$ cat src/rtl/iot_bus_mux_pkg.sv
// Shared IOT bus constants: CPU major-state codes, instruction field widths
// and the bus-mux FSM encoding.
package iot_bus_mux_pkg;

    localparam logic [4:0] F1 = 5'd1;
    localparam logic [4:0] F2 = 5'd2;
    localparam logic [4:0] F3 = 5'd3;

    localparam logic [2:0] IOT_OP = 3'o6;
    localparam int         DEV_W  = 6;
    localparam int         WORD_W = 12;

    typedef enum logic [1:0] {
        IDLE = 2'd0,
        SEL  = 2'd1,
        WAIT = 2'd2,
        DONE = 2'd3
    } fsm_t;

endpackage

$ cat src/rtl/iot_bus_mux_if.sv
// CPU-side and device-side IOT bus signals; master is the mux, slave is the
// CPU/device side that drives requests and consumes results.
interface iot_bus_mux_if #(
    parameter int NDEV = 4
) ();
    logic [4:0]         state;
    logic [0:11]        instruction;
    logic [0:11]        ac;
    logic               int_enable;
    logic [NDEV*12-1:0] dev_data;
    logic [NDEV-1:0]    dev_skip;
    logic [NDEV-1:0]    dev_clr_ac;
    logic [NDEV-1:0]    dev_ack;
    logic [NDEV-1:0]    dev_irq;
    logic [NDEV-1:0]    dev_sel;
    logic [2:0]         iop;
    logic               stall;
    logic               skip;
    logic               clr_ac;
    logic [0:11]        in_bus;
    logic [0:11]        bus_display;
    logic               irq;
    logic [3:0]         irq_dev;
    logic               timeout_err;

    modport master (
        input  state, instruction, ac, int_enable,
        input  dev_data, dev_skip, dev_clr_ac, dev_ack, dev_irq,
        output dev_sel, iop, stall, skip, clr_ac, in_bus, bus_display,
        output irq, irq_dev, timeout_err
    );

    modport slave (
        output state, instruction, ac, int_enable,
        output dev_data, dev_skip, dev_clr_ac, dev_ack, dev_irq,
        input  dev_sel, iop, stall, skip, clr_ac, in_bus, bus_display,
        input  irq, irq_dev, timeout_err
    );
endinterface

$ cat src/rtl/iot_bus_mux_prio_enc.sv
// Lowest-index-wins priority encoder with a valid flag.
module iot_prio_enc #(
    parameter int N  = 4,
    parameter int IW = 4
) (
    input  logic [N-1:0]  req,
    output logic [IW-1:0] idx,
    output logic          valid
);
    always_comb begin
        idx   = '0;
        valid = 1'b0;
        for (int i = N - 1; i >= 0; i--) begin
            if (req[i]) begin
                idx   = IW'(i);
                valid = 1'b1;
            end
        end
    end
endmodule

$ cat src/rtl/iot_bus_mux.sv
// IOT bus multiplexer: decodes the device code, selects one channel, stalls
// the CPU for slow devices, and returns registered data/skip/clear-AC.
module iot_bus_mux
    import iot_bus_mux_pkg::*;
#(
    parameter int                NDEV      = 4,
    parameter logic [NDEV*6-1:0] DEV_CODES = {6'o22, 6'o00, 6'o04, 6'o03},
    parameter logic [NDEV-1:0]   SLOW_MASK = 4'b1000,
    parameter logic [NDEV-1:0]   DISP_SRC  = 4'b0001,
    parameter int                TIMEOUT   = 15,
    parameter int                CW        = 8
) (
    input logic          clk,
    input logic          reset,
    iot_bus_mux_if.master bus
);
    localparam int CH_W = (NDEV > 1) ? $clog2(NDEV) : 1;

    fsm_t st, st_nxt;

    logic [CH_W-1:0]   ch;
    logic [WORD_W-1:0] ac_q;
    logic [2:0]        iop_q;
    logic [CW-1:0]     cnt;
    logic [CW-1:0]     cnt_inc;

    logic [DEV_W-1:0]  dev_code;
    logic              is_iot;
    logic              at_f2;
    logic [NDEV-1:0]   match;
    logic [CH_W-1:0]   match_idx;
    logic              match_vld;
    logic [3:0]        irq_idx;
    logic              irq_vld;
    logic [WORD_W-1:0] rd_data;

    logic accept, capture, tmo, release_bus, unmatched, clr_tmo;

    logic [WORD_W-1:0] in_bus_q, disp_q;
    logic              skip_q, clr_ac_q, tmo_err_q, irq_q;
    logic [3:0]        irq_dev_q;

    assign dev_code = bus.instruction[3:8];
    assign is_iot   = (bus.instruction[0:2] == IOT_OP);
    assign at_f2    = (bus.state == F2);
    assign cnt_inc  = cnt + 1'b1;
    assign rd_data  = bus.dev_data[12*int'(ch) +: WORD_W];
    assign clr_tmo  = (st == IDLE) && at_f2 && (bus.instruction == 12'o6000);

    always_comb begin
        match = '0;
        for (int i = 0; i < NDEV; i++) begin
            match[i] = (DEV_CODES[6*i +: 6] == dev_code);
        end
    end

    iot_prio_enc #(.N(NDEV), .IW(CH_W)) u_match_enc (
        .req   (match),
        .idx   (match_idx),
        .valid (match_vld)
    );

    iot_prio_enc #(.N(NDEV), .IW(4)) u_irq_enc (
        .req   (bus.dev_irq),
        .idx   (irq_idx),
        .valid (irq_vld)
    );

    always_ff @(posedge clk) begin
        if (reset) st <= IDLE;
        else       st <= st_nxt;
    end

    always_comb begin
        st_nxt      = st;
        accept      = 1'b0;
        capture     = 1'b0;
        tmo         = 1'b0;
        release_bus = 1'b0;
        unmatched   = 1'b0;
        case (st)
            IDLE: begin
                if (at_f2 && is_iot) begin
                    if (match_vld) begin
                        accept = 1'b1;
                        st_nxt = SEL;
                    end else begin
                        unmatched = 1'b1;
                    end
                end
            end
            SEL: begin
                if (!SLOW_MASK[ch]) begin
                    capture = 1'b1;
                    st_nxt  = DONE;
                end else begin
                    st_nxt  = WAIT;
                end
            end
            WAIT: begin
                // Ack is checked first so it beats a simultaneous timeout.
                if (bus.dev_ack[ch]) begin
                    capture = 1'b1;
                    st_nxt  = DONE;
                end else if (cnt_inc == CW'(TIMEOUT)) begin
                    tmo    = 1'b1;
                    st_nxt = DONE;
                end
            end
            DONE: begin
                if (bus.state == F1) begin
                    release_bus = 1'b1;
                    st_nxt      = IDLE;
                end
            end
            default: st_nxt = IDLE;
        endcase
    end

    // Transaction context is latched on acceptance and never reset.
    always_ff @(posedge clk) begin
        if (accept) begin
            ch    <= match_idx;
            ac_q  <= bus.ac;
            iop_q <= bus.instruction[9:11];
        end
    end

    always_ff @(posedge clk) begin
        if (reset) begin
            cnt       <= '0;
            in_bus_q  <= '0;
            skip_q    <= 1'b0;
            clr_ac_q  <= 1'b0;
            disp_q    <= '0;
            tmo_err_q <= 1'b0;
            irq_q     <= 1'b0;
            irq_dev_q <= '0;
        end else begin
            if (st == SEL)       cnt <= '0;
            else if (st == WAIT) cnt <= cnt_inc;

            if (capture) begin
                in_bus_q <= rd_data;
                skip_q   <= bus.dev_skip[ch];
                clr_ac_q <= bus.dev_clr_ac[ch];
                disp_q   <= DISP_SRC[ch] ? rd_data : ac_q;
            end else if (tmo) begin
                in_bus_q  <= '0;
                skip_q    <= 1'b0;
                clr_ac_q  <= 1'b0;
                disp_q    <= DISP_SRC[ch] ? '0 : ac_q;
                tmo_err_q <= 1'b1;
            end else if (release_bus || unmatched) begin
                in_bus_q <= '0;
                skip_q   <= 1'b0;
                clr_ac_q <= 1'b0;
            end

            if (clr_tmo) tmo_err_q <= 1'b0;

            irq_q <= bus.int_enable & (|bus.dev_irq);
            if (irq_vld) irq_dev_q <= irq_idx;
        end
    end

    always_comb begin
        bus.dev_sel = '0;
        bus.iop     = '0;
        if (st == SEL || st == WAIT) begin
            bus.dev_sel[ch] = 1'b1;
            bus.iop         = iop_q;
        end
    end

    assign bus.stall       = (st == SEL) || (st == WAIT);
    assign bus.skip        = skip_q;
    assign bus.clr_ac      = clr_ac_q;
    assign bus.in_bus      = in_bus_q;
    assign bus.bus_display = disp_q;
    assign bus.irq         = irq_q;
    assign bus.irq_dev     = irq_dev_q;
    assign bus.timeout_err = tmo_err_q;
endmodule

$ cat src/flat_wrapper.sv
// flat-port wrapper written by rule: the top's interface ports become plain ports
module iot_bus_mux_flat import iot_bus_mux_pkg::*;
#(
    parameter int                NDEV      = 4,
    parameter logic [NDEV*6-1:0] DEV_CODES = {6'o22, 6'o00, 6'o04, 6'o03},
    parameter logic [NDEV-1:0]   SLOW_MASK = 4'b1000,
    parameter logic [NDEV-1:0]   DISP_SRC  = 4'b0001,
    parameter int                TIMEOUT   = 15,
    parameter int                CW        = 8
)
  (clk, reset, bus_state, bus_instruction, bus_ac, bus_int_enable, bus_dev_data, bus_dev_skip, bus_dev_clr_ac, bus_dev_ack, bus_dev_irq, bus_dev_sel, bus_iop, bus_stall, bus_skip, bus_clr_ac, bus_in_bus, bus_bus_display, bus_irq, bus_irq_dev, bus_timeout_err);
  iot_bus_mux_if #(.NDEV(NDEV)) bus_i ();
  input logic clk;
  input logic reset;
  input wire logic [$bits(bus_i.state)-1:0] bus_state;
  input wire logic [$bits(bus_i.instruction)-1:0] bus_instruction;
  input wire logic [$bits(bus_i.ac)-1:0] bus_ac;
  input wire logic [$bits(bus_i.int_enable)-1:0] bus_int_enable;
  input wire logic [$bits(bus_i.dev_data)-1:0] bus_dev_data;
  input wire logic [$bits(bus_i.dev_skip)-1:0] bus_dev_skip;
  input wire logic [$bits(bus_i.dev_clr_ac)-1:0] bus_dev_clr_ac;
  input wire logic [$bits(bus_i.dev_ack)-1:0] bus_dev_ack;
  input wire logic [$bits(bus_i.dev_irq)-1:0] bus_dev_irq;
  output wire logic [$bits(bus_i.dev_sel)-1:0] bus_dev_sel;
  output wire logic [$bits(bus_i.iop)-1:0] bus_iop;
  output wire logic [$bits(bus_i.stall)-1:0] bus_stall;
  output wire logic [$bits(bus_i.skip)-1:0] bus_skip;
  output wire logic [$bits(bus_i.clr_ac)-1:0] bus_clr_ac;
  output wire logic [$bits(bus_i.in_bus)-1:0] bus_in_bus;
  output wire logic [$bits(bus_i.bus_display)-1:0] bus_bus_display;
  output wire logic [$bits(bus_i.irq)-1:0] bus_irq;
  output wire logic [$bits(bus_i.irq_dev)-1:0] bus_irq_dev;
  output wire logic [$bits(bus_i.timeout_err)-1:0] bus_timeout_err;
  assign bus_i.state = bus_state;
  assign bus_i.instruction = bus_instruction;
  assign bus_i.ac = bus_ac;
  assign bus_i.int_enable = bus_int_enable;
  assign bus_i.dev_data = bus_dev_data;
  assign bus_i.dev_skip = bus_dev_skip;
  assign bus_i.dev_clr_ac = bus_dev_clr_ac;
  assign bus_i.dev_ack = bus_dev_ack;
  assign bus_i.dev_irq = bus_dev_irq;
  assign bus_dev_sel = bus_i.dev_sel;
  assign bus_iop = bus_i.iop;
  assign bus_stall = bus_i.stall;
  assign bus_skip = bus_i.skip;
  assign bus_clr_ac = bus_i.clr_ac;
  assign bus_in_bus = bus_i.in_bus;
  assign bus_bus_display = bus_i.bus_display;
  assign bus_irq = bus_i.irq;
  assign bus_irq_dev = bus_i.irq_dev;
  assign bus_timeout_err = bus_i.timeout_err;
  iot_bus_mux #(.NDEV(NDEV), .DEV_CODES(DEV_CODES), .SLOW_MASK(SLOW_MASK), .DISP_SRC(DISP_SRC), .TIMEOUT(TIMEOUT), .CW(CW)) u_core (.clk(clk), .reset(reset), .bus(bus_i));
endmodule
$ cat config.mk
export PLATFORM = sky130hd
export DESIGN_NAME = iot_bus_mux_flat
export DESIGN_NICKNAME = d
export VERILOG_FILES = /design/src/rtl/iot_bus_mux_pkg.sv /design/src/rtl/iot_bus_mux_if.sv /design/src/rtl/iot_bus_mux_prio_enc.sv /design/src/rtl/iot_bus_mux.sv /design/src/flat_wrapper.sv
export SDC_FILE = /design/constraint.sdc
export NUM_CORES = 1
export LEC_CHECK = 0
export ABC_AREA = 1
export CELL_PAD_IN_SITES_DETAIL_PLACEMENT = 0
export CELL_PAD_IN_SITES_GLOBAL_PLACEMENT = 1
export CORE_MARGIN = 2
export CORE_UTILIZATION = 43
export DETAILED_ROUTE_END_ITERATION = 7
export DONT_BUFFER_PORTS = 1
export PLACE_DENSITY = 0.89
export RECOVER_POWER = 25
export SYNTH_ARGS = -nofsm -noshare
export SYNTH_HDL_FRONTEND = slang
export SYNTH_SLANG_ARGS = --single-unit
$ cat constraint.sdc
create_clock -name clk -period 2.71 [get_ports clk]
set_input_delay 0.271 -clock clk [delete_from_list [all_inputs] [get_ports clk]]
set_output_delay 0.271 -clock clk [all_outputs]
set_load 0.01 [all_outputs]
# ---- Word level (Yosys, flattened, before mapping)
# Index checks and enable logic that the tools add are counted.
dict set report classes {
  add_sub_neg 1
  multipliers 1
  n_lt_le_gt_ge 2
  n_eq_ne 15
  shifts 1
  n_mux 61
  bitwise 2
  reduce_logical 16
}
# op count
set op_table {}
lappend op_table {{2-to-1 mux 12 bit} 7}
lappend op_table {{variable part select 48 x 32 -> 12 bit} 1}
lappend op_table {{2-to-1 mux 1 bit} 33}
lappend op_table {{2-to-1 mux 2 bit} 8}
lappend op_table {{2-to-1 mux 4 bit} 4}
lappend op_table {{equality test 12 bit, second input constant} 1}
lappend op_table {{binary-select mux 1 bit (select 2 bit)} 5}
lappend op_table {{adder 8 x 1 -> 8 bit, second input constant} 1}
lappend op_table {{equality test 8 x 4 -> 1 bit, second input constant} 1}
lappend op_table {{one-hot mux 2 bit (4 select lines)} 1}
lappend op_table {{equality test 2 x 6 -> 1 bit, first input constant} 1}
lappend op_table {{equality test 3 x 6 -> 1 bit, first input constant} 1}
lappend op_table {{equality test 5 x 6 -> 1 bit, first input constant} 1}
lappend op_table {{logical NOT 6 bit} 1}
lappend op_table {{OR reduction 2 bit} 3}
lappend op_table {{equality test 5 x 1 -> 1 bit, second input constant} 1}
lappend op_table {{equality test 5 x 2 -> 1 bit, second input constant} 1}
lappend op_table {{equality test 2 bit, second input constant} 2}
lappend op_table {{logical AND 1 bit} 4}
lappend op_table {{multiplier 2 x 2 -> 4 bit, first input constant} 1}
lappend op_table {{!= test 2 x 1 -> 1 bit, second input constant} 2}
lappend op_table {{AND reduction 4 bit} 1}
lappend op_table {{OR reduction 4 bit} 1}
lappend op_table {{equality test 3 bit, second input constant} 1}
lappend op_table {{other kinds (15)} 16}
dict set report totals {
  ff_bits 59
  in_bits 96
  output_inout_bits 40
  elab_cells 112
}

# ---- Longest topological paths before layout
# Gate-level depths: netlist of run 1.
dict set report logic_depth {
  ltp_word 12
  ltp_mapped 14
  depth_no_buf 12
}

# ---- By module
# From an unflattened synthesis of run 1, not the netlist that was laid out.
dict set report unflattened {
  hier_cells 462
  hier_area_um2 3259.4
}
# module instances cells_each area_per_inst_um2 seq_area_each_um2
set modules_own_cells {}
lappend modules_own_cells {iot_bus_mux 1 443 3168.0 1351.3}
lappend modules_own_cells {{iot_prio_enc at u_core.u_irq_enc} 1 11 55.1 0.0}
lappend modules_own_cells {{iot_prio_enc at u_core.u_match_enc} 1 8 36.3 0.0}

# ---- Worst setup path after synthesis of run 1
# OpenSTA, ideal clock, no wires.
dict set report synth_timing {
  path_kind {input -> register}
  startpoint {input bus_instruction[5]}
  endpoint {register u_core.ac_q[0], enable pin}
  setup_time_ns 0.413
  t_arrival_ns 1.872
  required_time_ns 2.297
  path_slack_ns 0.426
  stages 5
  n_path_buf 0
  cell_sequence {nor2_1 > nand3_1 > nand2_1 > nor2_1 > nor3_1}
}
dict set report synth_between {
  elab_chain_len 8
  word_cells_on_any_way 11
  cone_classes {eq/ne (3); mux (7); reduce/logical (1)}
}
# item line_no
set synth_lines {}
lappend synth_lines {{from (decl)} flat_wrapper.sv:16} ;# input wire logic [$bits(bus_i.instruction)-1:0] bus_instruction;
lappend synth_lines {{equality test 5 x 6 -> 1 bit} iot_bus_mux.sv:53} ;# match[i] = (DEV_CODES[6*i +: 6] == dev_code);
lappend synth_lines {{2-to-1 mux 1 bit (3 in series)} iot_bus_mux_prio_enc.sv:14} ;# if (req[i]) begin
lappend synth_lines {{2-to-1 mux 1 bit *} iot_bus_mux_prio_enc.sv:14}
lappend synth_lines {{2-to-1 mux 1 bit *} iot_bus_mux.sv:84} ;# if (match_vld) begin
lappend synth_lines {{2-to-1 mux 1 bit *} iot_bus_mux.sv:83} ;# if (at_f2 && is_iot) begin
lappend synth_lines {{2-to-1 mux 1 bit *} iot_bus_mux.sv:81} ;# case (st)
lappend synth_lines {{named net u_core.accept} iot_bus_mux.sv:37} ;# logic accept, capture, tmo, release_bus, unmatched, clr_tmo;
lappend synth_lines {{to (signal assigned)} iot_bus_mux.sv:124} ;# ac_q <= bus.ac;
lappend synth_lines {{to (decl)} iot_bus_mux.sv:22} ;# logic [WORD_W-1:0] ac_q;
# The timed path passes the listed nets; every way through them passes the cells marked *.
# A chain may end at the register's enable or synchronous reset.

# ---- Final worst setup path of run 1
dict set report layout_timing {
  startpoint {register u_core.ch[0]}
  endpoint {register u_core.disp_q[8] (netlist: u_core.bus.bus_display[3])}
}
dict set report layout_between {
  elab_chain_len 5
  word_cells_on_any_way 18
  cone_classes {mul (1); shift (1); mux (15); reduce/logical (1)}
}
# item line_no
set layout_lines {}
lappend layout_lines {{from (decl)} iot_bus_mux.sv:21} ;# logic [CH_W-1:0] ch;
lappend layout_lines {{from (signal assigned)} iot_bus_mux.sv:123} ;# ch <= match_idx;
lappend layout_lines {{parallel branches: the longest is 5 deep, another holds multiplier 2 x 2 -> 4 bit} --}
lappend layout_lines {{to (signal assigned)} iot_bus_mux.sv:147} ;# disp_q <= DISP_SRC[ch] ? rd_data : ac_q;
lappend layout_lines {{to (signal assigned)} iot_bus_mux.sv:152} ;# disp_q <= DISP_SRC[ch] ? '0 : ac_q;
lappend layout_lines {{to (decl)} iot_bus_mux.sv:39} ;# logic [WORD_W-1:0] in_bus_q, disp_q;
# Parallel ways; which one is timed is not known. The select of a mux whose other input is x is not followed.

==> flow_summary.yaml, run 1 <==
outcome:
  outcome: "complete, no violations"
grt:
  grt_usage_pct: 22.0
  grt_pass1_wl_um: 13000
  grt_max_degree: 29
  grt_overflow: 0
  antenna_found_initial: 0
  grt_pass1_vias: 2666
logic_synthesis:
  synth_compound_area_share_pct: 14.5
  synth.yosys.warnings: 0
  yosys.area_share.simple_pct: 31.0
  ys_seq_area_share_pct: 42.0
  syn_inst: 447
  syn-cell-area_um2: 3130
  synth_seq_cells: 57
  synth_mux_area_share_pct: 0
  synth_top_family_by_area: "simple AND/OR/NAND/NOR gates"
  avgSynthCellArea_um2: 6.99
  synth-xor-area-share_pct: 0
  synth_adder_area_share_pct: 2.40
  synth_cell_types: 30
cts:
  clk-insertion-delay-late_ns: 0.34
  cts_tree: "yes"
  cts_made_buffers: 9
  clk_pin_slew_worst_paths_ns: 0.07
  cts_root_buf: "clkbuf_8"
  postCtsSetupRepairBufs: 0
  cts_max_level: 3
  clock-sinks: 57
  clk_path_buf_depth: 2
floorplan:
  die_w_um: 89.3
  pin_count: 136
  core-area_um2: 7140
  placementRows: 31
  die_area_um2: 7970
  start_util_pct: 43.8
  die_h_um: 89.3
critical_path:
  ff2ff_path_depth: 12
  cp.arrival_ns: 2.65
  cp-start-kind: "flip-flop"
  cp_max_fo: 28
  rr_endpoint: "u_core.bus.bus_display[3]"
  r2r-start: "u_core.ch[0]"
  crit_required_ns: 2.95
  crit_path_end_kind: "flip-flop"
  crit_end: "u_core.bus.bus_display[3]"
  critPathKind: "reg2reg"
  rrSetupSlack_ns: 0.30
  startpoint: "u_core.ch[0]"
route:
  dr.pass1.iters: 4
  detail-route-antenna-nets: 0
  viasPerCell: 5.28
  routedWlPerCell_um: 15.9
  vias: 2923
  drt_iter0_drc: 163
  drcViolationCount: 0
  wl_um: 8810
timing:
  hold_viol_final: 0
  period_share_pct: 89.0
  fin_skew_ns: 0.00916
  finalMaxSlewViolations: 0
  rsz0062_at_grt: "false"
  finalSetupViolCount: 0
  tightest_slew_ns: 0.659
  timing.slew.headroom_pct: 55.9
  finalWorstSetupSlack_ns: 0.299
  min_period_ns: 2.41
  max_freq_mhz: 415
  setup_tns_ns: 0
cells_and_area:
  nets: 552
  antenna_cells: 0
  drive_above_1_share_pct: 8.13
  syn_to_final_growth_pct: 9.09
  postLayoutCoreUtil_pct: 47.8
placed_design:
  port_buffers: 0
  routabilityCongestion: 0.901
  dpl_worst_slack_ns: 0.317
  place_hpwl_um: 6740
power_and_ir_drop:
  ir_drop_mv: 0.355
  p_leak_nw: 1.49
  power.density_nw_per_um2: 704
flow_run:
  max-cap-violations: 0
hold_path:
  hp-class: "in2reg"
metrics by stage:
stage	std cells	hold slack (ns)	total power, mW	cell area, um^2
after floorplan	448	0.349	1.60	3130
final	554	0.0167	2.40	3410
after global routing	554	0.000460	2.56	3410
after CTS	551	0.00740	2.41	3380
after detailed placement	532	0.344	1.72	3180
after global placement	532	0.342	1.70	3180
cell families (layout without fill, tap and decap cells):
logic type	count (synthesis)	after routing
other cells	1	2
flops	57	57
fa+ha+maj	6	6
compound gates	88	88
simple gates	224	224
buf+inv	71	78
where the power goes:
| part | switching, mW | internal, mW |
|---|---|---|
| Clock | 0.361 | 0.327 |
| Sequential | 0.140 | 0.992 |
| Combinational | 0.402 | 0.179 |
| Total | 0.903 | 1.50 |
Yosys cell counts (all sizes together):
| cell type | number | area [um^2] |
|---|---|---|
| a31oi | 2 | 12.5 |
| nor4 | 2 | 12.5 |
| ha | 6 | 75.1 |
| buf | 12 | 87.6 |
| inv | 51 | 196 |
| o211ai | 1 | 7.51 |
| dfxtp | 40 | 801 |
| clkbuf | 8 | 30.0 |
| nand4 | 16 | 100 |
| conb | 1 | 3.75 |
| nand2 | 111 | 444 |
| a21oi | 39 | 195 |
| o21ai | 44 | 220 |
| nand3 | 29 | 155 |
| a22o | 1 | 8.76 |
| edfxtp | 17 | 510 |
| nor3 | 2 | 10.0 |
| o21bai | 1 | 7.51 |
| nor2 | 63 | 241 |
| or2 | 1 | 6.26 |
worst max-delay path, stage by stage (launching register included):
cell	delay (ns)
edfxtp_1	0.55
inv_4	0.23
nand2_4	0.18
inv_4	0.17
nand2_1	0.08
nand3_2	0.09
nand2_1	0.05
nand2_1	0.10
nand2_4	0.18
nand2_2	0.28
inv_2	0.16
nor2_1	0.16
nor2_1	0.06
metal layers:
| metal | share of wire (%) | track usage, % | vias up |
|---|---|---|---|
| met5 | 0 | 0 | - |
| met1 | 42 | 27.7 | 1318 |
| met2 | 46 | 34.0 | 119 |
| met4 | 3.3 | 10.2 | 0 |
| li1 | - | - | 1464 |
| met3 | 8.8 | 7.76 | 22 |
cells in the final DEF, fill, tap and decap left out, drive strengths merged, types with 9 or more instances in the layout:
cell,Yosys,layout
nand4,16,16
dfxtp,40,40
nand2,111,111
edfxtp,17,17
inv,51,51
nand3,29,29
o21ai,44,44
a21oi,39,39
nor2,63,63
clkbuf,8,9
worst min-delay path by stage:
stage,from,end,slack (ns),cells after the start
after floorplan,bus_dev_irq[0],u_core.bus.irq_dev[1],0.35,1
after global placement,reset,u_core.bus.in_bus[3],0.34,1
after detailed placement,reset,u_core.bus.in_bus[1],0.34,1
after CTS,bus_ac[4],u_core.ac_q[4],0.007,0
after global routing,bus_ac[9],u_core.ac_q[9],0.0005,0
final,bus_ac[4],u_core.ac_q[4],0.02,0
state kept, by name, indices dropped and copies added (netlist names):
register                count
u_core.bus.irq              1
u_core.bus.clr_ac           1
u_core.bus.bus_display     12
u_core.bus.skip             1
u_core.st                   2
u_core.bus.timeout_err      1
u_core.bus.in_bus          12
u_core.ch                   2
u_core.ac_q                12
u_core.cnt                  8
u_core.iop_q                3
u_core.bus.irq_dev          2
final cells by class:
class	count	area [um^2]
timing repair buffer	11	97.6
clock buffer	9	124
clock inverter	7	47.5
fill	763	3730
sequential	57	1310
multi-input combinational	320	1510
inverter	51	196
tap	99	124
repair_timing:
action	4_1_cts	5_1_grt
hold buffers	3	3
resized for setup	0	0
hold endpoints to repair	16	3
Note: power is estimated with default switching activity, not from simulation.
==> run 2, diff against run 1 <==
Settings changed: ABC_AREA 1 to default, CORE_UTILIZATION 43 to 45, PLACE_DENSITY 0.89 to 0.86.
==> run 2 against run 1 <==
  * First-iteration DRC count shrank 45%
  * Synthesized cell count shrank 43%
  * Global-route usage shrank 1.6 points
  * Flip-flop and latch count is the same
  * Clock power grew 17%
  * Sequential share of layout area grew 3.0 points
  * Count of clock-buffer cells in the layout is the same
  * Worst setup slack gained 0.044 ns
  * Largest power group unchanged
==> flow_summary.yaml, run 2 <==
placed_design:
  port_buffers: 0
  routabilityCongestion: 0.847
  placed_cell_area_um2: 2890
  place_hpwl_um: 5250
critical_path:
  critPathKind: "reg2reg"
  crit_path_end_kind: "flip-flop"
  cp.arrival_ns: 2.58
  crit_required_ns: 2.93
  cp-start-kind: "flip-flop"
  cp_max_fo: 5
outcome:
  outcome: "complete, no violations"
route:
  wl_um: 6880
  vias: 2089
  routedWlPerCell_um: 19.9
  drt_iter0_drc: 89
  viasPerCell: 6.06
  detail-route-antenna-nets: 0
  dr.pass1.iters: 4
  drcViolationCount: 0
timing:
  finalSetupViolCount: 0
  timing.slew.headroom_pct: 38.2
  holdWs_ns: 0.0290
  period_share_pct: 87.3
  max_freq_mhz: 423
  min_period_ns: 2.37
  rsz0062_at_grt: "false"
  tightest_slew_ns: 0.923
  setup_tns_ns: 0
  fin_skew_ns: 0.00943
  hold_viol_final: 0
  finalMaxSlewViolations: 0
logic_synthesis:
  synth_compound_area_share_pct: 16.4
  synth.yosys.warnings: 0
  synth_seq_cells: 57
  synth_top_family_by_area: "compound AO/OA/AOI/OAI gates"
  synthTopCellsByArea: "dfxtp_1 28%, edfxtp_1 18%, mux4_2 12%, a22o_1 4.3%, nor2_1 4.2%"
  synth_cell_types: 51
  syn_inst: 257
  synth-xor-area-share_pct: 3.40
  yosysTopAreaCell: "dfxtp_1"
  synth_adder_area_share_pct: 2.65
  async_flop_share_pct: 0
  synthTopCellsByCount: "40 x dfxtp_1, 32 x nor2_1, 17 x edfxtp_1, 15 x mux4_2, 14 x a22o_1"
  syn-cell-area_um2: 2840
  synth_mux_area_share_pct: 12.7
  yosysTopAreaCellShare_pct: 28.2
  synthFlopType: "dfxtp_1"
  synth.most_common_cell: "dfxtp_1"
  avgSynthCellArea_um2: 11.0
  yosys.area_share.simple_pct: 14.3
  synth_edf_count: 17
  ys_seq_area_share_pct: 46.2
floorplan:
  die_area_um2: 6950
  placementRows: 28
  pin_count: 136
  core-area_um2: 5990
  start_util_pct: 47.3
  die_h_um: 83.4
  die_w_um: 83.4
power_and_ir_drop:
  ir_drop_mv: 0.325
  seqPwrFrac_pct: 50.6
  power.internal_mw: 1.34
  switching_share_pct: 22.9
  power_mw: 1.74
  power.density_nw_per_um2: 551
  p_clk_share_pct: 46.1
  p_leak_nw: 1.07
  p_switching_mw: 0.398
  comb_power_share_pct: 3.3
cts:
  clk_pin_slew_worst_paths_ns: 0.08
  cts-resized-gates: 0
  cts_root_buf: "clkbuf_8"
  clock-sinks: 57
  cts_max_level: 3
  clk_path_buf_depth: 2
  cts_tree: "yes"
  clk-insertion-delay-late_ns: 0.33
  cts_made_buffers: 9
cells_and_area:
  nets: 367
  postLayoutCellArea_um2: 3160
  final_common_cell: "dfxtp_1"
  antenna_cells: 0
  drive_above_1_share_pct: 16.7
  layout_common_cells: "40 x dfxtp_1, 32 x nor2_1, 17 x edfxtp_1, 15 x mux4_2, 14 x a22o_1"
  final.fill_count: 551
  postLayoutCoreUtil_pct: 52.8
  syn_to_final_growth_pct: 11.5
grt:
  grt_pass1_vias: 2032
  antenna_found_initial: 0
  grt_pass1_wl_um: 10800
  grt_usage_pct: 20.4
  grt_max_degree: 25
  grt_overflow: 0
flow_run:
  max-cap-violations: 0
hold_path:
  hp-class: "in2reg"
run 2: through the flow:
| step | std cells | worst slack [ns] |
|---|---|---|
| after floorplan | 258 | 0.471 |
| after global placement | 322 | 0.418 |
| after detailed placement | 322 | 0.358 |
| after CTS | 344 | 0.324 |
| after global routing | 345 | 0.162 |
| final | 345 | 0.344 |
run 2: critical path, cell delays in order (launching register included):
cell and delay, ns:
dfxtp_1 0.42, nand2_1 0.15, or4_1 0.52, a211o_1 0.35, a211oi_2 0.35, o21ai_0 0.16
a221oi_1 0.31
run 2: layout make-up:
type	instances	area [um^2]	area share (%)
tap	75	93.8	2.97
sequential	57	1310	41.5
clock inverter	7	78.8	2.49
inverter	8	30.0	0.950
multi-input combinational	176	1410	44.6
timing repair buffer	13	115	3.64
clock buffer	9	124	3.92
run 2: logic make-up (layout without fill, tap and decap cells):
kind of cell               after synthesis  in the layout
AOI/OAI and AO/OA                       60             60
other                                    1              2
muxes                                   17             17
xor gates and xnor gates                11             11
and+or+nand+nor                         80             80
adders and majority gates                6              6
buffers and inverters                   25             37
DFF                                     57             57
run 2: timing repair:
item / CTS / global route
buffers inserted: 0 / 0
hold buffers: 6 / 1
endpoints found under the hold margin: 14 / 2
run 2: layer usage:
metal | up-vias | track usage [%] | part of all wire, %
li1 | 997 | - | -
met3 | 8 | 6.06 | 8.4
met2 | 98 | 33.2 | 50
met4 | 0 | 8.20 | 1.4
met5 | - | 0 | 0
met1 | 986 | 25.4 | 41
run 2: power groups by stage:
stage	Sequential [mW]	Clock, mW	Combinational, mW
finish	0.880	0.803	0.0579
global route	0.880	0.859	0.0629
CTS	0.880	0.820	0.0558
detailed placement	0.900	0	0.0460
global placement	0.900	0	0.0451
floorplan	0.900	0	0.0460
run 2: final timing paths:
kind | from | end | slack (ns) | cells after the start
setup / recovery | u_core.cnt[0] | u_core.st[0] | 0.34 | 6
hold / removal | bus_ac[6] | u_core.ac_q[6] | 0.03 | 0
setup reg to reg | u_core.cnt[0] | u_core.st[0] | 0.34 | 6
hold reg to reg | u_core.cnt[1] | u_core.cnt[1] | 0.53 | 2
